===== config.mk =====
export PLATFORM = sky130hd
export DESIGN_NAME = cfi_shadow_stack_sched
export DESIGN_NICKNAME = d
export VERILOG_FILES = /design/src/rtl/cfi_shadow_stack_sched.sv
export SDC_FILE = /design/constraint.sdc
export NUM_CORES = 2
export LEC_CHECK = 0
export CORE_MARGIN = 2
export CORE_UTILIZATION = 68
export CTS_BUF_LIST = sky130_fd_sc_hd__clkbuf_4
export CTS_CLUSTER_DIAMETER = 150
export DETAILED_ROUTE_END_ITERATION = 8
export GPL_TIMING_DRIVEN = 0
export PLACE_DENSITY = 0.87
export SLEW_MARGIN = 10
export SYNTH_ARGS = -nofsm -noshare
export SYNTH_HDL_FRONTEND = slang
export SYNTH_SLANG_ARGS = --single-unit

===== constraint.sdc =====
create_clock -name clk_i -period 16.9 [get_ports clk_i]
set_clock_uncertainty 0.1 [all_clocks]
set_input_delay 1.69 -clock clk_i [delete_from_list [all_inputs] [get_ports clk_i]]
set_output_delay 1.69 -clock clk_i [all_outputs]
set_load 0.005 [all_outputs]

===== src/rtl/cfi_shadow_stack_sched.sv =====
// rtl/cfi_shadow_stack_sched.sv - shadow return-address stack scheduler with event FIFO and sticky alarm
module cfi_shadow_stack_sched #(
    parameter int NR_PORTS   = 2,
    parameter int ADDR_W     = 64,
    parameter int FIFO_DEPTH = 4,
    parameter int SS_DEPTH   = 16
) (
    input  logic                         clk_i,
    input  logic                         rst_ni,
    input  logic                         en_i,
    input  logic [NR_PORTS-1:0]          evt_valid_i,
    input  logic [NR_PORTS-1:0]          evt_call_i,
    input  logic [NR_PORTS*ADDR_W-1:0]   evt_addr_i,
    input  logic                         clear_i,
    output logic                         stall_o,
    output logic                         busy_o,
    output logic                         alarm_o,
    output logic [1:0]                   alarm_cause_o,
    output logic                         alarm_fifo_o,
    output logic [ADDR_W-1:0]            alarm_addr_o,
    output logic [$clog2(SS_DEPTH+1)-1:0] ss_ptr_o
);
    localparam int IDX_W    = $clog2(FIFO_DEPTH);
    localparam int CNT_W    = $clog2(FIFO_DEPTH + 1);
    localparam int PTR_W    = $clog2(SS_DEPTH + 1);
    localparam int SS_IDX_W = $clog2(SS_DEPTH);

    typedef enum logic [1:0] {IDLE, RUN, ALARM} state_e;
    typedef struct packed {
        logic              call;
        logic [ADDR_W-1:0] addr;
    } evt_t;

    state_e            state_q, state_d;
    evt_t              fifo_q [FIFO_DEPTH];
    logic [ADDR_W-1:0] stack_q [SS_DEPTH];
    logic [IDX_W-1:0]  rd_ptr_q, wr_ptr_q;
    logic [CNT_W-1:0]  count_q, count_d;
    logic [PTR_W-1:0]  ptr_q;
    logic [1:0]        cause_q;
    logic              fifo_flag_q;
    logic [ADDR_W-1:0] alarm_addr_q;

    logic                active, enq_ok, deq;
    logic [CNT_W-1:0]    space, n_enq;
    logic [NR_PORTS-1:0] wr_en;
    logic [IDX_W-1:0]    wr_idx [NR_PORTS];
    logic                ovf;
    logic [ADDR_W-1:0]   ovf_addr;
    evt_t                head;
    logic                push, pop, chk_viol;
    logic [1:0]          chk_cause;
    logic [SS_IDX_W-1:0] top_idx;

    // clear_i wins over everything in its cycle: nothing enters or leaves the FIFO
    assign active = !clear_i && (state_q != ALARM);
    assign enq_ok = active && en_i;
    assign deq    = active && (count_q != '0);
    assign space  = CNT_W'(FIFO_DEPTH) - count_q + CNT_W'(deq);

    always_comb begin
        n_enq    = '0;
        wr_en    = '0;
        ovf      = 1'b0;
        ovf_addr = '0;
        for (int p = 0; p < NR_PORTS; p++) begin
            wr_idx[p] = '0;
            if (enq_ok && evt_valid_i[p]) begin
                if (n_enq < space) begin
                    wr_en[p]  = 1'b1;
                    wr_idx[p] = wr_ptr_q + n_enq[IDX_W-1:0];
                    n_enq     = n_enq + CNT_W'(1);
                end else if (!ovf) begin
                    ovf      = 1'b1;
                    ovf_addr = evt_addr_i[p*ADDR_W +: ADDR_W];
                end
            end
        end
        count_d = count_q + n_enq - CNT_W'(deq);
    end

    assign head    = fifo_q[rd_ptr_q];
    assign top_idx = SS_IDX_W'(ptr_q - PTR_W'(1));

    always_comb begin
        push      = 1'b0;
        pop       = 1'b0;
        chk_viol  = 1'b0;
        chk_cause = 2'b00;
        if (deq) begin
            if (head.call) begin
                if (ptr_q == PTR_W'(SS_DEPTH)) begin
                    chk_viol  = 1'b1;
                    chk_cause = 2'b10;
                end else begin
                    push = 1'b1;
                end
            end else if (ptr_q == '0) begin
                chk_viol  = 1'b1;
                chk_cause = 2'b11;
            end else if (stack_q[top_idx] == head.addr) begin
                pop = 1'b1;
            end else begin
                chk_viol  = 1'b1;
                chk_cause = 2'b01;
            end
        end
    end

    always_comb begin
        state_d = state_q;
        unique case (state_q)
            IDLE:    if (en_i) state_d = RUN;
            RUN:     if (!en_i && count_q == '0) state_d = IDLE;
            ALARM:   state_d = ALARM;
            default: state_d = IDLE;
        endcase
        if (ovf || chk_viol) state_d = ALARM;
        if (clear_i) begin
            state_d = (state_q == ALARM || (state_q == RUN && !en_i)) ? IDLE : state_q;
        end
    end

    always_ff @(posedge clk_i or negedge rst_ni) begin
        if (!rst_ni) begin
            state_q      <= IDLE;
            rd_ptr_q     <= '0;
            wr_ptr_q     <= '0;
            count_q      <= '0;
            ptr_q        <= '0;
            cause_q      <= 2'b00;
            fifo_flag_q  <= 1'b0;
            alarm_addr_q <= '0;
        end else begin
            state_q <= state_d;
            if (clear_i) begin
                rd_ptr_q     <= '0;
                wr_ptr_q     <= '0;
                count_q      <= '0;
                ptr_q        <= '0;
                cause_q      <= 2'b00;
                fifo_flag_q  <= 1'b0;
                alarm_addr_q <= '0;
            end else if (state_q != ALARM) begin
                rd_ptr_q <= rd_ptr_q + IDX_W'(deq);
                wr_ptr_q <= wr_ptr_q + n_enq[IDX_W-1:0];
                count_q  <= count_d;
                if (push)     ptr_q <= ptr_q + PTR_W'(1);
                else if (pop) ptr_q <= ptr_q - PTR_W'(1);
                // a dropped event outranks a check failure in the same cycle
                if (ovf) begin
                    cause_q      <= 2'b11;
                    fifo_flag_q  <= 1'b1;
                    alarm_addr_q <= ovf_addr;
                end else if (chk_viol) begin
                    cause_q      <= chk_cause;
                    fifo_flag_q  <= 1'b0;
                    alarm_addr_q <= head.addr;
                end
            end
        end
    end

    // payload storage carries no reset; occupancy is tracked by count/ptr
    always_ff @(posedge clk_i) begin
        for (int p = 0; p < NR_PORTS; p++) begin
            if (wr_en[p]) fifo_q[wr_idx[p]] <= {evt_call_i[p], evt_addr_i[p*ADDR_W +: ADDR_W]};
        end
        if (push) stack_q[SS_IDX_W'(ptr_q)] <= head.addr;
    end

    assign alarm_o       = (state_q == ALARM);
    assign alarm_cause_o = cause_q;
    assign alarm_fifo_o  = fifo_flag_q;
    assign alarm_addr_o  = alarm_addr_q;
    assign busy_o        = (count_q != '0);
    assign ss_ptr_o      = ptr_q;
    assign stall_o       = (state_q != ALARM) && ((CNT_W'(FIFO_DEPTH) - count_q) < CNT_W'(NR_PORTS));

endmodule

==> results.py <==
metrics = {
    "synth": {
        "synth_largest_area_cell": "edfxtp_1",
        "synth_warnings": 0,
        "async_flop_share_pct": 5.93,
        "syn_inst": 3088,
        "synth.top_cells.by_area": "edfxtp_1, mux4_2, mux2_2",
        "syn-num-nets": 3241,
        "synth-seq-cells": 1365,
        "seq_area_frac_synth_pct": 69.8,
        "syn_avg_cell_area_sq_um": 18.8,
        "ys_types": 76,
        "synth_edf_count": 1284,
        "synthFlopType": "edfxtp_1",
        "netlist_area_sq_mm": 0.0581,
        "yosysTopAreaCellShare_pct": 66.3,
    },
    "die": {
        "initial_core_util_pct": 68.4,
        "rows": 107,
        "dieArea_sq_mm": 0.0879,
        "die_h_um": 296,
        "die_x_um": 296,
        "ioPinCount": 211,
        "core-area_sq_mm": 0.0850,
    },
    "worst_setup_path": {
        "startpoint_type": "register",
        "cp_max_fo": 12,
        "worst_setup_path_end_kind": "register",
        "r2r-end": "alarm_addr_o[25]$_DFFE_PN0P_",
        "criticalPathCategory": "reg -> reg",
        "cp_num_cells": 22,
        "r2r_start": "ss_ptr_o[0]$_DFFE_PN0P_",
        "cp_num_buf_inv": 11,
        "rrSetupSlack_ns": 7.65,
        "rr_worst_depth": 22,
        "max_stage_delay_ns": 0.91,
        "cpMostUsedCell": "buf_2",
        "timing.critical_path.cells": "buf_4 > buf_4 > inv_1 > buf_2 > buf_2 > buf_2 > ha_1 > buf_4 > buf_2 > buf_2 > clkbuf_1 > mux4_2 > mux2i_1 > xor2_1 > nand2_1 > a2111oi_0 > nand4_1 > nor3_1 > nand4_1 > clkbuf_1 > nand3_1 > a21oi_1",
        "cpMaxStageDelayCell": "nand4_1",
        "crit_start": "ss_ptr_o[0]$_DFFE_PN0P_",
        "critical_path_required_ns": 17.85,
        "cp_top_family": "buffers and inverters",
        "critPathArrivalTime_ns": 10.20,
    },
    "cells_and_area": {
        "final_cell_mix": "edfxtp_1, clkbuf_4, mux4_2",
        "area_growth_pct": 15.8,
        "post-route-util_pct": 79.2,
        "fin_cells": 5101,
        "fill_cells": 4216,
        "final_common_cell": "edfxtp_1",
        "nets": 3885,
        "final_layout_size_suffix_gt1_share_pct": 33.0,
    },
    "power_and_ir_drop": {
        "ir_drop_mv": 0.106,
        "power.density_mw_per_mm2": 140,
        "p_leak_nw": 23.0,
    },
    "placed_design": {
        "dp.final_hpwl_um": 116000,
        "place_inst": 4529,
        "gp_congestion": 0.952,
        "io_buffer_count": 209,
    },
    "sta": {
        "fmax_ghz": 0.108,
        "setup_violations": 0,
        "fin_crit_sh_pct": 54.8,
        "final.setup.tns_ns": 0,
        "finalHoldViolCount": 0,
        "final.min_clock_period_ns": 9.25,
        "tightest_slew_ns": 1.30,
        "grt_setup_unrepaired": "no",
        "finalMaxSlewViolations": 0,
        "slew_headroom_pct": 13.1,
    },
    "clocking": {
        "clkSinkCount": 1365,
        "clock_latency_ns": 1.23,
        "cts_max_level": 5,
        "ctsResizeCount": 0,
        "clk_path_buf_depth": 4,
        "postCtsHoldBufs": 0,
        "clock-root-buffer": "clkbuf_4",
        "cts_buffers": 345,
        "cts_tree": "built",
        "path_clk_slew_ns": 0.06,
        "postCtsSetupRepairBufs": 0,
    },
    "drt": {
        "first_pass_iters": 8,
        "wl_per_cell_um": 34.4,
        "drtIter0Drc": 6081,
        "routed_wl_um": 176000,
        "drc": 0,
        "drt-vias-per-instance": 7.19,
        "vias": 36664,
        "ant_nets": 0,
    },
    "global_routing": {
        "grt_usage_pct": 40.9,
        "grt_max_degree": 47,
        "antenna_found_initial": 8,
        "grt_overflow": 0,
        "grt_pass1_wl_um": 250000,
        "grt_pass1_vias": 37274,
    },
    "hold_path": {
        "hp-class": "in -> async",
    },
    "status": {
        "status": "complete, no violations",
    },
    "flow_run": {
        "cap_violations": 0,
    },
}
==> synth_stat cells, types with 3 or more instances <==
library cell	n
nor2_1	36
a22o_1	3
ha_1	16
o21ai_0	63
buf_8	3
a221oi_1	4
nand4_1	11
and3_1	10
inv_1	26
a21oi_1	68
or4_1	3
and4_1	6
buf_4	23
xor2_1	44
buf_2	51
nand3_1	107
o211ai_1	68
nor3_1	13
o2bb2ai_1	3
a31oi_1	12
mux2_2	280
or3_1	3
edfxtp_1	1284
mux2i_1	205
nand2b_1	6
buf_1	14
mux4_2	313
o32ai_1	4
nor4_1	14
o31ai_2	3
nand2_1	141
buf_6	11
clkbuf_1	97
o22ai_1	6
xnor2_1	6
and4b_1	3
dfrtp_1	81
==> sequential cells by signal, summed over array words and instances, names as in the netlist <==
name and cells:
alarm_cause_o 2, fifo_q 260, stack_q 1024, count_q 3, alarm_fifo_o 1, rd_ptr_q 2
ss_ptr_o 5, wr_ptr_q 2, alarm_addr_o 64, state_q 2
==> cell families (layout without fill, tap and decap cells) <==
group           after synthesis  after routing  share of synthesized area, %
flops                      1365           1365                          69.8
mux                         800            800                          21.2
simple gates                364            364                          2.98
compound gates              264            264                          2.92
buf+inv                     227           1090                          1.95
xor+xnor                     51             51                         0.801
fa+ha+maj                    17             17                         0.379
other cells                   0              6                             0
==> metal layers <==
metal  track usage, %  wire length (um)  up-vias  part of all wire, %
li1                 -                 -    14125                    -
met1             52.3             56200    18106                   32
met2             62.7             82000     3616                   47
met3             11.9             25000      809                   14
met4             25.3             12400        8                  7.1
met5                0                47        -                0.027
==> through the flow <==
stage	setup WS [ns]	hold WS, ns	area (sq um)	total power, W
after detailed placement	8.10	0.423	63200	0.00665
after global placement	0.246	0.428	61700	0.00654
after floorplan	6.62	0.422	58100	0.00566
final	7.65	0.376	67300	0.00942
after CTS	8.04	0.317	67300	0.00933
after global routing	7.70	0.363	67300	0.00967
==> cell type report <==
cell class / count / area (sq um) / share of cell area [%]
antenna: 6 / 15.0 / 0.0223
buffer: 200 / 1030 / 1.53
clock buffer: 483 / 3630 / 5.38
clock inverter: 83 / 480 / 0.713
inverter: 27 / 101 / 0.150
multi-input combinational: 1496 / 16600 / 24.6
sequential: 1365 / 40600 / 60.3
tap: 1144 / 1430 / 2.13
timing repair buffer: 297 / 3510 / 5.21
==> worst max path at each step <==
| stage | endpoint | slack, ns |
|---|---|---|
| 2_1_floorplan | fifo_q[0][0]$_DFFE_PP_ | 6.62 |
| 3_3_place_gp | fifo_q[0][31]$_DFFE_PP_ | 0.25 |
| 3_5_place_dp | alarm_addr_o[25]$_DFFE_PN0P_ | 8.10 |
| 4_1_cts | alarm_addr_o[24]$_DFFE_PN0P_ | 8.04 |
| 5_1_grt | alarm_addr_o[56]$_DFFE_PN0P_ | 7.70 |
| 6_report | alarm_addr_o[25]$_DFFE_PN0P_ | 7.65 |
==> worst register-to-register path, stage by stage, from the launching register on <==
cell and delay, ns:
dfrtp_1 0.52, buf_4 0.28, buf_4 0.23, inv_1 0.24
buf_2 0.33, buf_2 0.33, buf_2 0.57, ha_1 0.26
buf_4 0.22, buf_2 0.33, buf_2 0.48, clkbuf_1 0.70
mux4_2 0.41, mux2i_1 0.26, xor2_1 0.19, nand2_1 0.08
a2111oi_0 0.74, nand4_1 0.71, nor3_1 0.33, nand4_1 0.91
clkbuf_1 0.57, nand3_1 0.21, a21oi_1 0.09
==> power breakdown <==
group / internal [W] / switching, W / total, W
clock network: 0.00140 / 0.00133 / 0.00273
registers: 0.00410 / 0.0000645 / 0.00417
logic: 0.000893 / 0.00163 / 0.00252
total: 0.00640 / 0.00302 / 0.00942
Power figures use the tool's default switching activity.
